## src/rtl/cpu_defs_pkg.sv

```systemverilog
// Shared CPU front-end definitions: fetch queue entry payload and default depth.
package cpu_defs_pkg;

  localparam int unsigned IQ_DEPTH = 8;
  localparam int unsigned IQ_PC_W  = 32;

  typedef struct packed {
    logic [IQ_PC_W-1:0] pc;
    logic [IQ_PC_W-1:0] inst;
  } fetch_entry_t;

endpackage

```

## src/rtl/inst_fetch_queue.sv

```systemverilog
// Instruction fetch queue: absorbs 0/1/2 instructions per fetch response and
// presents the two oldest entries to dual-issue decode each cycle.
module inst_fetch_queue
  import cpu_defs_pkg::*;
#(
  parameter int unsigned DEPTH = IQ_DEPTH,
  parameter int unsigned PC_W  = IQ_PC_W
) (
  input  logic                     clk,
  input  logic                     rst,
  input  logic                     flush,
  input  logic [PC_W-1:0]          fetch_pc,
  input  logic                     inst_ok,
  input  logic                     inst_ok_1,
  input  logic                     inst_ok_2,
  input  logic [PC_W-1:0]          inst_data_1,
  input  logic [PC_W-1:0]          inst_data_2,
  output logic                     fetch_ready,
  output logic                     deq_valid_1,
  output logic [PC_W-1:0]          deq_pc_1,
  output logic [PC_W-1:0]          deq_inst_1,
  output logic                     deq_valid_2,
  output logic [PC_W-1:0]          deq_pc_2,
  output logic [PC_W-1:0]          deq_inst_2,
  input  logic [1:0]               issue_num,
  output logic [$clog2(DEPTH):0]   count
);

  localparam int unsigned IDX_W = $clog2(DEPTH);
  localparam int unsigned PTR_W = IDX_W + 1;
  localparam int unsigned CNT_W = IDX_W + 1;

  fetch_entry_t mem [DEPTH];

  logic [PTR_W-1:0] rd_ptr, wr_ptr;
  logic [PTR_W-1:0] rd_ptr_next, wr_ptr_next;
  logic [PTR_W-1:0] rd_ptr_1, wr_ptr_1;
  logic [CNT_W-1:0] count_next;
  logic [CNT_W-1:0] push_n, pop_n;
  logic [1:0]       issue_eff;
  logic             push_ok;
  logic             wr_en_1, wr_en_2;
  fetch_entry_t     entry_1, entry_2;

  // Next-state: pop from registered occupancy, push only into guaranteed-free slots.
  always_comb begin
    issue_eff   = (issue_num == 2'd3) ? 2'd2 : issue_num;
    pop_n       = (CNT_W'(issue_eff) > count) ? count : CNT_W'(issue_eff);
    push_ok     = inst_ok && fetch_ready && inst_ok_1;
    push_n      = push_ok ? (inst_ok_2 ? CNT_W'(2) : CNT_W'(1)) : CNT_W'(0);
    wr_en_1     = push_ok && !flush;
    wr_en_2     = push_ok && inst_ok_2 && !flush;
    entry_1     = '{pc: fetch_pc, inst: inst_data_1};
    entry_2     = '{pc: fetch_pc + PC_W'(4), inst: inst_data_2};
    rd_ptr_1    = rd_ptr + PTR_W'(1);
    wr_ptr_1    = wr_ptr + PTR_W'(1);
    rd_ptr_next = rd_ptr + PTR_W'(pop_n);
    wr_ptr_next = wr_ptr + PTR_W'(push_n);
    count_next  = count + push_n - pop_n;
    if (flush) begin
      rd_ptr_next = '0;
      wr_ptr_next = '0;
      count_next  = '0;
    end
  end

  // Pointer/count state and storage; storage is deliberately left uncleared by reset.
  always_ff @(posedge clk or negedge rst) begin
    if (!rst) begin
      rd_ptr <= '0;
      wr_ptr <= '0;
      count  <= '0;
    end else begin
      rd_ptr <= rd_ptr_next;
      wr_ptr <= wr_ptr_next;
      count  <= count_next;
      if (wr_en_1) mem[wr_ptr[IDX_W-1:0]]   <= entry_1;
      if (wr_en_2) mem[wr_ptr_1[IDX_W-1:0]] <= entry_2;
    end
  end

  assign fetch_ready = (CNT_W'(DEPTH) - count) >= CNT_W'(2);
  assign deq_valid_1 = count >= CNT_W'(1);
  assign deq_valid_2 = count >= CNT_W'(2);
  assign deq_pc_1    = mem[rd_ptr[IDX_W-1:0]].pc;
  assign deq_inst_1  = mem[rd_ptr[IDX_W-1:0]].inst;
  assign deq_pc_2    = mem[rd_ptr_1[IDX_W-1:0]].pc;
  assign deq_inst_2  = mem[rd_ptr_1[IDX_W-1:0]].inst;

endmodule

```

## config.mk

```make
export PLATFORM = sky130hd
export DESIGN_NAME = inst_fetch_queue
export DESIGN_NICKNAME = d
export VERILOG_FILES = /design/src/rtl/cpu_defs_pkg.sv /design/src/rtl/inst_fetch_queue.sv
export SDC_FILE = /design/constraint.sdc
export NUM_CORES = 1
export LEC_CHECK = 0
export BUFFER_PORTS_ARGS = -buffer_cell sky130_fd_sc_hd__buf_4
export CORE_ASPECT_RATIO = 1.5
export CORE_MARGIN = 2
export CORE_UTILIZATION = 40
export DETAILED_ROUTE_END_ITERATION = 8
export PLACE_DENSITY = 0.59
export SYNTH_ARGS = -nofsm -noshare
export SYNTH_HDL_FRONTEND = slang
export SYNTH_SLANG_ARGS = --single-unit
```

## constraint.sdc

```tcl
create_clock -name clk -period 9.2 [get_ports clk]
set_clock_uncertainty 0.15 [all_clocks]
set_input_delay 0.92 -clock clk [delete_from_list [all_inputs] [get_ports clk]]
set_output_delay 0.92 -clock clk [all_outputs]
set_load 0.1 [all_outputs]
```

Word-level counts from Yosys, hierarchy flattened
Memory sizes are Yosys's and may differ from the RTL's.
Cells that the tools add are included.
- register bits: 12
- bits in latches: 0
- bits in writable memories: 512
- memory bits (read-only): 0
- logic and storage cells: 36
- memories: 1
- $add $sub $neg: 8
- multiply operators: 0
- divide/modulo/power cells: 0
- magnitude comparators: 4
- equal/unequal tests: 1
- shifts and indexed selects: 0
- muxes and demuxes: 11
- bitwise operators: 0
- reduce and logical (&&, ||, !) cells: 8
- memories (name ; words ; bits a word ; rd ports ; clocked after Yosys merged registers in ; write ports ; RTL line ; source):
    mem ; 8 ; 64 ; 2 ; 0 ; 2 ; inst_fetch_queue.sv:33 ; fetch_entry_t mem [DEPTH];
- operator list (cell ; number):
    adder 32 x 3 -> 32 bit (second input constant) ; 1
    2-to-1 mux 4 bit ; 4
    adder 4 x 2 -> 4 bit ; 2
    greater-or-equal comparator 4 x 2 -> 1 bit (second input constant) ; 2
    logical AND 1 bit ; 7
    adder 3 x 1 -> 3 bit (second input constant) ; 2
    2-to-1 mux 2 bit ; 3
    adder 4 bit ; 1
    greater-or-equal comparator 4 x 1 -> 1 bit (second input constant) ; 1
    > comparator 2 x 4 -> 1 bit ; 1
    2-to-1 mux 1 bit ; 4
    subtractor 4 bit ; 1
    subtractor 4 bit (first input constant) ; 1
    equality test 2 bit (second input constant) ; 1
    logical NOT 1 bit ; 1

Logic depth before layout (Yosys ltp)
- depth in word-level cells: 9
- depth in mapped cells: 15

Worst setup path after synthesis
No wires, ideal clock.
- kind: reg-to-reg
- from: register count[1]
- to: memory mem[3][0] (netlist name) (enable)
- arrival: 6.889 ns
- data required time: 8.476 ns
- setup slack: 1.587 ns
- stages on the path, launching flop included: 10
- path through: dfrtp_1 inv_1 ha_1 a211oi_1 and4_1 buf_6 inv_2 and3_1 nand2b_1 o21ai_0
- RTL lines (item ; RTL line ; source):
    start, declared ; inst_fetch_queue.sv:26 ; output logic [$clog2(DEPTH):0] count
    start signal, assigned ; inst_fetch_queue.sv:76 ; count <= count_next;
    end, declared ; inst_fetch_queue.sv:33 ;

Final worst setup path
- from: register rd_ptr[0]
- to: output deq_pc_1[10]
- word-level cells in the longest chain between the ends: 1
- ends and longest elaborated chain (item ; RTL line ; source):
    start, declared ; inst_fetch_queue.sv:35 ; logic [PTR_W-1:0] rd_ptr, wr_ptr;
    start signal, assigned ; inst_fetch_queue.sv:74 ; rd_ptr <= rd_ptr_next;
    memory (8 x 64 bit) ; - ;
    end, declared ; inst_fetch_queue.sv:20 ; output logic [PC_W-1:0] deq_pc_1,
Every way passes these cells.

==> flow_summary.toml <==
[sta]
rsz0062_at_grt = "no"
setup_violations = 0
setup_tns_ns = 0
hold_violations = 0
drv_slew = 0
fin_crit_ns = 5.505
min_period_over_period_pct = 59.83
setup_slack_ns = 3.695
worst_slew_pin_slew_ns = 1.188
achievable-frequency_mhz = 181.7
slew_headroom_pct = 20.50

[clock_tree]
cts_hold_buf = 1
postCtsSetupBuffers = 0
cts_made_buffers = 52
clk_latency_ns = 0.61
cts_root_buf = "clkbuf_16"
path_clk_slew_ns = 0.07
clk_path_buf_depth = 3
ctsResizeCount = 0
cts_tree = "done"
clkSinkCount = 522
htreeDepth = 2

[setup_path]
cp_cell_sequence = "buf_4 > buf_4 > mux4_2 > mux2_2 > buf_4"
critPathRequiredTime_ns = 8.13
slowest_stage = "buf_4"
cp-start-kind = "flip-flop"
rr_worst_depth = 9
worstSetupPathType = "flip-flop to output port"
slowest_delay_ns = 0.86
worstPathArrival_ns = 4.43
endpoint_kind = "output port"
cp_max_fo = 57
cp_common_cell = "buf_4"

[detailed_routing]
drt_wl_total_mm = 98.46
drtIter0Drc = 1916
remaining_drc_errors = 0
drtAntennaViolNets = 0
num_vias = 21430
via_per_inst = 5.729
first_pass_iters = 5
wl_per_cell_um = 26.32

[placed_design]
hpwl_mm = 60.94
pre_cts_ws_ns = 4.239
portBuffers = 238
gp_congestion = 0.8492
post-place-cells = 3639

[synth]
syn-instance-count = 2609
synthDistinctLibCells = 45
synth-seq-cells = 522
async_reset_ff_share_pct = 1.916
syn_nets = 2734
yosys-top-cells-area = "edfxtp_1 (49%), mux4_2 (18%), nand2_1 (11%)"
ys_top_cells_by_count = "nand2_1 (955), edfxtp_1 (512), mux4_2 (256)"
syn_area_um2 = 31220
netlist.area_leader.share_pct = 49.25
synth.most_common_cell = "nand2_1"
avgSynthCellArea_um2 = 11.97
yosysSeqAreaShare_pct = 50.05
yosys_warnings = 0
yosys.area.top_type = "edfxtp_1"
synth_edf_count = 512
synth_ff_type = "edfxtp_1"

[power]
p_per_area_nw_per_um2 = 321.0
p_leak_nw = 12.54
peakVddDrop_mv = 0.2823

[global_route]
grt_overflow = 0
grt_pass1_vias = 22330
grt_usage_pct = 24.56
grt_pass1_wl_mm = 145.7
antenna_found_initial = 7
grt_max_degree = 81

[layout]
area_growth_pct = 13.60
drive_gt1_share_pct = 28.79
finalNonFillerCells = 3741
final_nets = 2803
fill_cells = 6926

[outcome]
status = "complete, no violations"

[run]
max_cap_violations = 0

[die]
die-width_um = 232.1
dieArea_um2 = 80350
num_io_pins = 239
coreArea_um2 = 77420
die_y_um = 346.2
initial_utilization_pct = 40.33
rows = 125

[worst_hold_path]
hp-class = "primary input to flip-flop"
holdPathStages = 1
## critical path: cells and delay by family (launching register included)
family / cells / cell delay (ns)
mux: 2 / 0.92
buf+inv: 3 / 1.95
flops: 1 / 0.83
## area by class of cell
type,instances,area [um^2],area share (%)
Inverter,17,63.81,0.1799
Clock inverter,36,523.0,1.475
Sequential cell,522,15640,44.09
Antenna cell,5,12.51,0.03528
Clock buffer,60,1363,3.842
Timing Repair Buffer,274,2072,5.842
Tap cell,1016,1271,3.584
Multi-Input combinational cell,1811,14520,40.95
## routing by layer
| metal | routed length, um | track usage, % |
|---|---|---|
| met3 | 6799 | 3.780 |
| met5 | 28 | 0 |
| met2 | 51340 | 43.77 |
| met4 | 4233 | 10.78 |
| met1 | 36070 | 29.09 |
## path summary, 6_finish.rpt
kind | start | to | slack [ns]
max | rd_ptr[0]$_DFF_PN0_ | deq_pc_1[10] | 3.70
min | fetch_pc[1] | mem[5][33]$_DFFE_PP_ | 0.39
max reg2reg | count[1]$_DFF_PN0_ | mem[3][41]$_DFFE_PP_ | 4.32
min reg2reg | wr_ptr[2]$_DFF_PN0_ | wr_ptr[2]$_DFF_PN0_ | 0.56
max in group asynchronous | rst | rd_ptr[1]$_DFF_PN0_ | 8.12
min in group asynchronous | rst | count[3]$_DFF_PN0_ | 0.58
## state kept, by name, indices dropped and copies added (netlist names)
register	flops
count	4
mem	512
rd_ptr	3
wr_ptr	3
## power breakdown
group          internal [mW]  total, mW  switching, mW
clock                   1.43       2.41          0.976
sequential              2.67       2.77          0.105
combinational           1.89       6.21           4.31
## cells by family after synthesis
group / after synthesis / synth area share, %
adders and majority gates: 21 / 0.9378
and+or+nand+nor: 1146 / 14.87
muxes: 385 / 23.12
DFF: 522 / 50.05
xor gates and xnor gates: 227 / 6.368
buffers and inverters: 276 / 4.120
AOI/OAI and AO/OA: 32 / 0.5371
## through the flow
stage               total power, mW  hold slack (ns)  utilization [%]  area [um^2]
global placement              9.026           0.5082            43.35        33560
finish                        11.39           0.3916            45.81        35470
CTS                           11.48           0.3632            45.79        35450
global route                  11.74           0.3800            45.81        35470
detailed placement            9.078           0.5401            43.35        33560
floorplan                     7.782           0.4392                -        31220
## layout by cell type (no fill, tap or decap), types with 4 or more instances in the layout
master	Yosys	routed
nor4_2	5	5
o21ai_4	0	8
clkinv_2	0	9
inv_1	16	16
nor3_4	0	4
nand3_4	0	6
ha_1	17	16
nor2b_1	9	9
o21ai_0	23	15
xor2_1	81	80
fa_1	4	4
bufinv_16	0	13
xnor2_1	146	146
diode_2	0	5
nor3_1	5	5
buf_4	37	272
nand3_1	15	11
and3_1	12	9
clkbuf_1	99	6
nor2_1	99	99
a21oi_1	6	6
nand4_1	14	14
edfxtp_1	512	512
clkinvlp_4	0	4
mux4_2	256	256
nand2_1	955	955
inv_6	0	4
dfrtp_1	10	7
clkinv_1	0	6
clkbuf_16	0	53
mux2_2	128	128
Power figures use the tool's default switching activity.
